==> config.mk <==
export PLATFORM = sky130hd
export DESIGN_NAME = gpu_mat_seq
export DESIGN_NICKNAME = d
export VERILOG_FILES = /design/src/rtl/gpu_mat_seq.sv
export SDC_FILE = /design/constraint.sdc
export NUM_CORES = 1
export LEC_CHECK = 0
export CORE_ASPECT_RATIO = 2
export CORE_UTILIZATION = 48
export CTS_CLUSTER_SIZE = 24
export DETAILED_ROUTE_END_ITERATION = 10
export GPL_TIMING_DRIVEN = 0
export PLACE_DENSITY = 0.84
export SYNTH_ARGS = -nofsm -noshare
export SYNTH_HDL_FRONTEND = slang
export SYNTH_SLANG_ARGS = --single-unit
export TNS_END_PERCENT = 20
==> constraint.sdc <==
create_clock -name clk -period 2.2 [get_ports clk]
set_input_delay 0.66 -clock clk [delete_from_list [all_inputs] [get_ports clk]]
set_output_delay 0.66 -clock clk [all_outputs]
set_load 0.02 [all_outputs]
==> src/rtl/gpu_mat_seq.sv <==
// gpu_mat_seq
// -----------------------------------------------------------------------------
// Command sequencer that sits in front of gpu_core's command port. Whole-matrix
// multiply ops (dst = mul x src) are queued in a small FIFO and each op is
// expanded into four column slots, one per non-cyc cycle. A column slot drives
// com_we only when its mask bit is set. The sequencer never writes while the
// data port owns the core (cyc high); the column is held instead.
//
// Handshake: an op is transferred on every rising edge where
// op_valid && op_ready. op_ready depends only on FIFO occupancy, never on
// op_valid. The upstream side may change op_* freely while op_valid is low.
//
// Optional feature macro: GPU_SEQ_ALIAS_CHECK_EN
//   When defined, an op popped with dst==mul is dropped. It takes one ISSUE
//   cycle with no com_we, err pulses in the following cycle, and no done is
//   given. When undefined, err is tied low and such ops issue unchanged.
//
// Ports
//   clk, rst_n        : clock, asynchronous active-low reset
//   op_valid/op_ready : op input handshake (op_ready = FIFO not full)
//   op_dst/src/mul    : matrix indices of the op
//   op_col_mask       : bit c set -> column c is written
//   cyc               : data port owns the core this cycle
//   command, com_we   : to gpu_core.command / gpu_core.com_we
//   busy              : FIFO non-empty or an op in flight
//   done, err         : one-cycle pulses per completed / rejected op
//   level             : FIFO occupancy
//   state_dbg         : 1 while the FSM is in ISSUE (observation only)
// -----------------------------------------------------------------------------
module gpu_mat_seq #(
  parameter int FIFO_DEPTH = 4,
  parameter int MAT_COUNT  = 4
) (
  input  logic                          clk,
  input  logic                          rst_n,
  input  logic                          op_valid,
  output logic                          op_ready,
  input  logic [1:0]                    op_dst,
  input  logic [1:0]                    op_src,
  input  logic [1:0]                    op_mul,
  input  logic [3:0]                    op_col_mask,
  input  logic                          cyc,
  output logic [15:0]                   command,
  output logic                          com_we,
  output logic                          busy,
  output logic                          done,
  output logic                          err,
  output logic [$clog2(FIFO_DEPTH):0]   level,
  output logic                          state_dbg
);

  localparam int AW = $clog2(FIFO_DEPTH);
  localparam int LW = AW + 1;

  // The command word has exactly two bits per matrix index.
  if ($clog2(MAT_COUNT) != 2) begin : g_bad_mat_count
    $error("gpu_mat_seq: MAT_COUNT must give a 2-bit matrix index");
  end
  if (FIFO_DEPTH < 2 || (1 << AW) != FIFO_DEPTH) begin : g_bad_depth
    $error("gpu_mat_seq: FIFO_DEPTH must be a power of two >= 2");
  end

  typedef enum logic {
    S_IDLE  = 1'b0,
    S_ISSUE = 1'b1
  } state_t;

  // ---------------------------------------------------------------------------
  // Op FIFO: entries {mask, mul, dst, src}; pointers carry an extra wrap bit so
  // full and empty are distinguishable without a separate counter.
  // ---------------------------------------------------------------------------
  logic [9:0]    mem [FIFO_DEPTH];
  logic [LW-1:0] wptr_q, rptr_q;
  logic          fifo_empty, fifo_full;
  logic          push, pop;
  logic [9:0]    head;

  assign level      = wptr_q - rptr_q;
  assign fifo_empty = (wptr_q == rptr_q);
  assign fifo_full  = (level == LW'(FIFO_DEPTH));
  assign op_ready   = !fifo_full;
  assign push       = op_valid && !fifo_full;
  assign head       = mem[rptr_q[AW-1:0]];

  always_ff @(posedge clk) begin
    if (push) mem[wptr_q[AW-1:0]] <= {op_col_mask, op_mul, op_dst, op_src};
  end

  always_ff @(posedge clk or negedge rst_n) begin
    if (!rst_n) begin
      wptr_q <= '0;
      rptr_q <= '0;
    end else begin
      if (push) wptr_q <= wptr_q + LW'(1);
      if (pop)  rptr_q <= rptr_q + LW'(1);
    end
  end

  // ---------------------------------------------------------------------------
  // Sequencer FSM
  // ---------------------------------------------------------------------------
  state_t     state_q, state_d;
  logic [1:0] col_q, col_d;
  logic [3:0] mask_q;
  logic [1:0] mul_q, dst_q, src_q;
  logic       drop;    // current op is being rejected this cycle
  logic       finish;  // current op leaves ISSUE at the next edge
  logic       done_q, err_q;

`ifdef GPU_SEQ_ALIAS_CHECK_EN
  // A rejected op does not need any core cycles, so cyc is irrelevant here.
  assign drop = (state_q == S_ISSUE) && (dst_q == mul_q);
`else
  assign drop = 1'b0;
`endif

  assign finish = (state_q == S_ISSUE) && (drop || (!cyc && col_q == 2'd3));

  always_comb begin
    state_d = state_q;
    col_d   = col_q;
    pop     = 1'b0;
    case (state_q)
      S_IDLE: begin
        if (!fifo_empty) begin
          pop     = 1'b1;
          col_d   = 2'd0;
          state_d = S_ISSUE;
        end
      end
      S_ISSUE: begin
        if (finish) begin
          // Chain straight into the next op so back-to-back ops have no gap.
          col_d = 2'd0;
          if (!fifo_empty) pop = 1'b1;
          else             state_d = S_IDLE;
        end else if (!cyc) begin
          col_d = col_q + 2'd1;
        end
      end
      default: state_d = S_IDLE;
    endcase
  end

  always_ff @(posedge clk or negedge rst_n) begin
    if (!rst_n) begin
      state_q <= S_IDLE;
      col_q   <= 2'd0;
      mask_q  <= 4'd0;
      mul_q   <= 2'd0;
      dst_q   <= 2'd0;
      src_q   <= 2'd0;
      done_q  <= 1'b0;
      err_q   <= 1'b0;
    end else begin
      state_q <= state_d;
      col_q   <= col_d;
      if (pop) begin
        mask_q <= head[9:6];
        mul_q  <= head[5:4];
        dst_q  <= head[3:2];
        src_q  <= head[1:0];
      end
      done_q <= finish && !drop;
      err_q  <= drop;
    end
  end

  assign com_we    = (state_q == S_ISSUE) && !cyc && mask_q[col_q] && !drop;
  assign command   = (state_q == S_ISSUE) ? {8'b0, mul_q, dst_q, src_q, col_q} : 16'h0000;
  assign busy      = !fifo_empty || (state_q != S_IDLE);
  assign done      = done_q;
  assign err       = err_q;
  assign state_dbg = (state_q == S_ISSUE);

endmodule

Yosys cells after proc, flatten, opt, wreduce, memory -nomap -nowiden
Memories as Yosys holds them, arrays and structs flattened. A register that Yosys moved wholly into a read port is not among the register bits.
Cells that the tools add are included.
{"block": "totals", "register_bits": 10, "ram_bits": 40, "in_bits": 14, "out_inout_bits": 25, "wordCells": 42, "mem_count": 1}
{"memory": "mem", "words": 4, "width": 10, "read_ports": 1, "rd_clocked_by_memory_dff": 1, "write_ports": 1, "line": "72", "rtl": "logic [9:0] mem [FIFO_DEPTH];"}
{"block": "classes", "add_sub_neg": 4, "magnitude_cmp": 1, "n_eq_ne": 5, "n_mux": 14, "bitwise": 1, "reduce_logical": 11}
{"cell": "two-way mux 8 bit", "count": 1}
{"cell": "adder 3 x 1 -> 3 bit (second input constant)", "count": 2}
{"cell": "two-way mux 1 bit", "count": 6}
{"cell": "two-way mux 2 bit", "count": 3}
{"cell": "logical AND 1 bit", "count": 5}
{"cell": "zero test 1 bit", "count": 4}
{"cell": "one-hot mux 1 bit (2 select lines)", "count": 2}
{"cell": "one-hot mux 2 bit (2 select lines)", "count": 1}
{"cell": "== test 3 bit", "count": 1}
{"cell": "== test 3 bit (second input constant)", "count": 1}
{"cell": "less-than comparator 2 x 3 -> 1 bit (second input constant)", "count": 1}
{"cell": "inequality test 3 x 2 -> 1 bit (second input constant)", "count": 1}
{"cell": "subtractor 3 bit", "count": 1}
{"cell": "adder 2 x 1 -> 2 bit (second input constant)", "count": 1}
{"cell": "binary-select mux 1 bit (select 2 bit)", "count": 1}
{"cell": "== test 2 bit (second input constant)", "count": 1}
{"cell": "inequality test 2 bit (second input constant)", "count": 1}
{"cell": "AND reduction 2 bit", "count": 1}
{"cell": "logical OR 1 bit", "count": 1}
{"cell": "inverter 1 bit", "count": 1}

Logic depth before layout (Yosys ltp)
{"block": "logic_depth", "ltp_word": 6, "ltp_mapped": 7, "mapped_depth_nobuf": 6}

Worst setup path after synthesis
No wires, ideal clock.
{"block": "synth_path", "kind": "register to output", "from": "reg wptr_q[0]", "to": "out op_ready", "arrival_time_ns": 1.601, "required_time_ns": 1.540, "slack_ns": -0.061, "stages_incl_launch_ff": 6, "n_path_buf": 0, "cell_sequence": "dfrtp_1 inv_1 ha_1 fa_1 xor3_2 nand3_1"}
{"block": "synth_via", "elab_chain_cells": 3}
{"item": "start: declaration", "line": "73", "rtl": "logic [LW-1:0] wptr_q, rptr_q;"}
{"item": "start signal: assignment", "line": "94", "rtl": "if (push) wptr_q <= wptr_q + LW'(1);"}
{"item": "subtractor 3 bit", "line": "78", "rtl": "assign level = wptr_q - rptr_q;"}
{"item": "named net level[2]", "line": "48", "rtl": "output logic [$clog2(FIFO_DEPTH):0] level,"}
{"item": "== test 3 bit", "line": "80", "rtl": "assign fifo_full = (level == LW'(FIFO_DEPTH));"}
{"item": "zero test 1 bit", "line": "81", "rtl": "assign op_ready = !fifo_full;"}
{"item": "end: declaration", "line": "37", "rtl": "output logic op_ready,"}
The timed path passes the listed nets, and every way through them passes these cells.

Worst setup path in the final report
{"block": "layout_path", "from": "reg rptr_q[0]", "to": "out op_ready"}
{"block": "layout_via", "elab_chain_cells": 3}
{"item": "start: declaration", "line": "73"}
{"item": "start signal: assignment", "line": "95", "rtl": "if (pop) rptr_q <= rptr_q + LW'(1);"}
{"item": "subtractor 3 bit", "line": "78"}
{"item": "== test 3 bit", "line": "80"}
{"item": "zero test 1 bit", "line": "81"}
No other way between the ends.

==> summary.md <==
| Metric | Value |
|---|---|
| Die Wd | `54.8 µm` |
| Hold depth | `1` |
| Library cells used by synthesis | `32` |
| CTS tree | `built` |
| Peak VDD IR | `1.01 mV` |
| Nets | `241` |
| Cell count of the worst reg-to-reg path | `7` |
| Violated checks | `setup timing` |
| Final setup vio count | `46` |
| CP Launch Type | `flip-flop` |
| Fraction of registers with async set/reset | `33.3%` |
| Post-synthesis adder-cell area fraction | `4.49%` |
| Sink Count | `60` |
| Synthesis-to-finish area growth | `28.4%` |
| Hold slack final | `503 ps` |
| Worst Tran Pin Value | `965 ps` |
| Post-DR wirelength/cell | `15.2 µm` |
| CP Capture Point | `op_ready` |
| I/O Pins | `39` |
| Worst R2R End | `mem[1][7]$_DFFE_PP_` |
| Critical path's most frequent cell | `buf_6` |
| Achievable Freq | `0.408 GHz` |
| Total gr overflow | `0` |
| Max_cap viols | `0` |
| Syn avg cell area | `17.0 µm²` |
| Clock skew | `8.83 ps` |
| Mapped Area | `2680 µm²` |
| Yosys warns | `0` |
| Main combinational cell family by area after synthesis | `multiplexers` |
| Pleak | `0.00140 µW` |
| Most frequent cells in the layout | `40 x edfxtp_1, 19 x buf_4, 17 x dfrtp_1, 14 x clkdlybuf4s50_1, 13 x mux2_2` |
| Hold_buf cts | `0` |
| Core Region | `5370 µm²` |
| Clock Path Buffers | `2` |
| Worst hold path type | `reg2reg` |
| CP Max Fanout | `3` |
| Largest net degree at the start of global routing | `21` |
| Post-DRT Antenna Nets | `0` |
| First drt pass iteration count | `4` |
| Most common cell after layout, fill and taps aside | `edfxtp_1` |
| Delay of the slowest critical-path stage | `580 ps` |
| Reg-to-reg slack, setup | `-190 ps` |
| Initial antenna violation count | `0` |
| Seq cells post-synth | `60` |
| Initial DRC count | `28` |
| Clock transition at path regs | `60 ps` |
| Number of H-tree levels | `3` |
| Final period util | `112%` |
| CP max-delay cell | `fa_2` |
| Residual DRC | `0` |
| IO Port Bufs | `29` |
| Status | `finished, violations left` |
| Final Hold Vio Count | `0` |
| Crit-path cells | `ha_4 -> fa_2 -> buf_6 -> nand3_2 -> buf_6` |
| Num rows | `38` |
| Synth Area in Simple Gates | `5.89%` |
| RSZ-0062 raised after global routing | `yes` |
| Xor and xnor area share after synthesis | `2.85%` |
| # diodes | `0` |
| Required @ worst endpoint | `1540 ps` |
| Final Util | `63.9%` |
| Cell Pwr Density | `1590 nW/µm²` |
| FF-to-FF Start | `rptr_q[0]$_DFFE_PN0P_` |
| Total global-route track usage | `17.8%` |
| Clk_lat worst skew | `330 ps` |
| Worst Path Arrival | `1790 ps` |
| Via count | `1445` |
| Seq/Total Area, Yosys | `63.6%` |
| Slew margin rel. | `35.4%` |
| Via density per instance | `5.11` |
| Top_reg_cell synth | `edfxtp_1` |
| First-pass GRT wire length | `6890 µm` |
| Die ar. | `5890 µm²` |
| RD Place Congestion | `0.693` |
| Gate Count Post-Synth | `157` |
| Multiplexer share of the synthesized area | `15.7%` |
| Initial core utilization | `49.8%` |
| CP Class | `reg2out` |
| Max-slew violations | `0` |
| Share of cells above drive strength 1 | `42.2%` |
| Setup ws final | `-253 ps` |
| Chip height | `108 µm` |
| Min cycle time layout | `2450 ps` |
| CP Capture Type | `output pin` |
| WL final | `4320 µm` |
| CP startpoint | `rptr_q[0]$_DFFE_PN0P_` |
| CTS buffer count | `9` |
| Pre-CTS WS | `-596 ps` |
| CTS root buf | `clkbuf_8` |
| Dpl hpwl | `2890 µm` |
| Post-synthesis compound-gate area fraction | `2.53%` |
| Vias in the first global route | `1459` |
| Number of flops mapped to enable cells by yosys | `40` |
-- Yosys cell counts, drive strengths merged, types with 3 or more instances --
cell type	n	area share, %
and2	14	3.5
nand2	4	0.56
buf	13	3.6
inv	7	0.98
dfrtp	20	19
edfxtp	40	45
ha	8	3.7
mux4	11	9.3
xor2	3	0.98
nand3	3	0.56
mux2	14	6.0
-- worst min path at each step --
stage / end / slack [ps] / from
after global placement: src_q[0]$_DFFE_PN0P_ / 480 / src_q[0]$_DFFE_PN0P_
after global routing: dst_q[1]$_DFFE_PN0P_ / 520 / dst_q[1]$_DFFE_PN0P_
after floorplan: col_q[0]$_DFFE_PN0P_ / 360 / rst_n
after detailed placement: mul_q[1]$_DFFE_PN0P_ / 490 / mul_q[1]$_DFFE_PN0P_
final: mul_q[1]$_DFFE_PN0P_ / 500 / mul_q[1]$_DFFE_PN0P_
after CTS: dst_q[1]$_DFFE_PN0P_ / 510 / dst_q[1]$_DFFE_PN0P_
-- stage by stage --
step	instance area, µm²	setup TNS [ps]	total power, µW	instances
after floorplan	2710	-1820	3360	165
after global placement	3080	-12500	4020	254
after detailed placement	3080	-13570	4080	254
after CTS	3360	-8730	5310	277
after global routing	3430	-10240	5790	283
final	3430	-6900	5460	283
-- report_power, final --
group | switching (µW) | total (µW) | internal, µW
clock | 386 | 967 | 581
sequential | 166 | 1770 | 1610
combinational | 1260 | 2720 | 1460
-- logic make-up (layout without fill, tap and decap cells) --
family	after synthesis	after routing
mux	26	26
flops	60	60
buf+inv	22	78
simple gates	26	28
compound gates	7	7
other cells	1	9
xor+xnor	6	6
fa+ha+maj	9	9
-- layer usage --
metal  vias to the layer above  GRT usage (%)  routed length, µm
met5                         -              0                  0
met4                         0           10.4                 82
met3                         8           5.51                154
met2                        39           28.1               2520
met1                       716           20.0               1560
li1                        682              -                  -
-- worst max-delay path: cells and delay by family (launching register included) --
| kind | cells | cell delay, ps |
|---|---|---|
| adders and majority gates | 2 | 750 |
| DFF | 1 | 410 |
| buffers and inverters | 2 | 230 |
| and+or+nand+nor | 1 | 70 |
-- layout make-up --
cell class	instances	area, µm²
fillers	395	1940
clock buffers	12	155
clock inverters	4	47.5
flip-flops and latches	60	1710
plain buffers	14	114
multi-input cells	85	930
inverters	7	26.3
well taps	60	75.1
repair buffers	41	382
-- registers in the layout, indices dropped and copies added, names as in the netlist --
| name | cells |
|---|---|
| state_dbg | 1 |
| rptr_q | 3 |
| mask_q | 4 |
| dst_q | 2 |
| src_q | 2 |
| mem | 40 |
| done | 1 |
| col_q | 2 |
| wptr_q | 3 |
| mul_q | 2 |
-- timing repair --
| action | CTS | global route |
|---|---|---|
| setup endpoints to repair | 63 | 50 |
| cloned | 0 | 2 |
| setup buffers | 8 | 4 |
| gates resized for setup | 55 | 12 |
| pin swaps | 6 | 5 |
(Power assumes the default switching activity.)
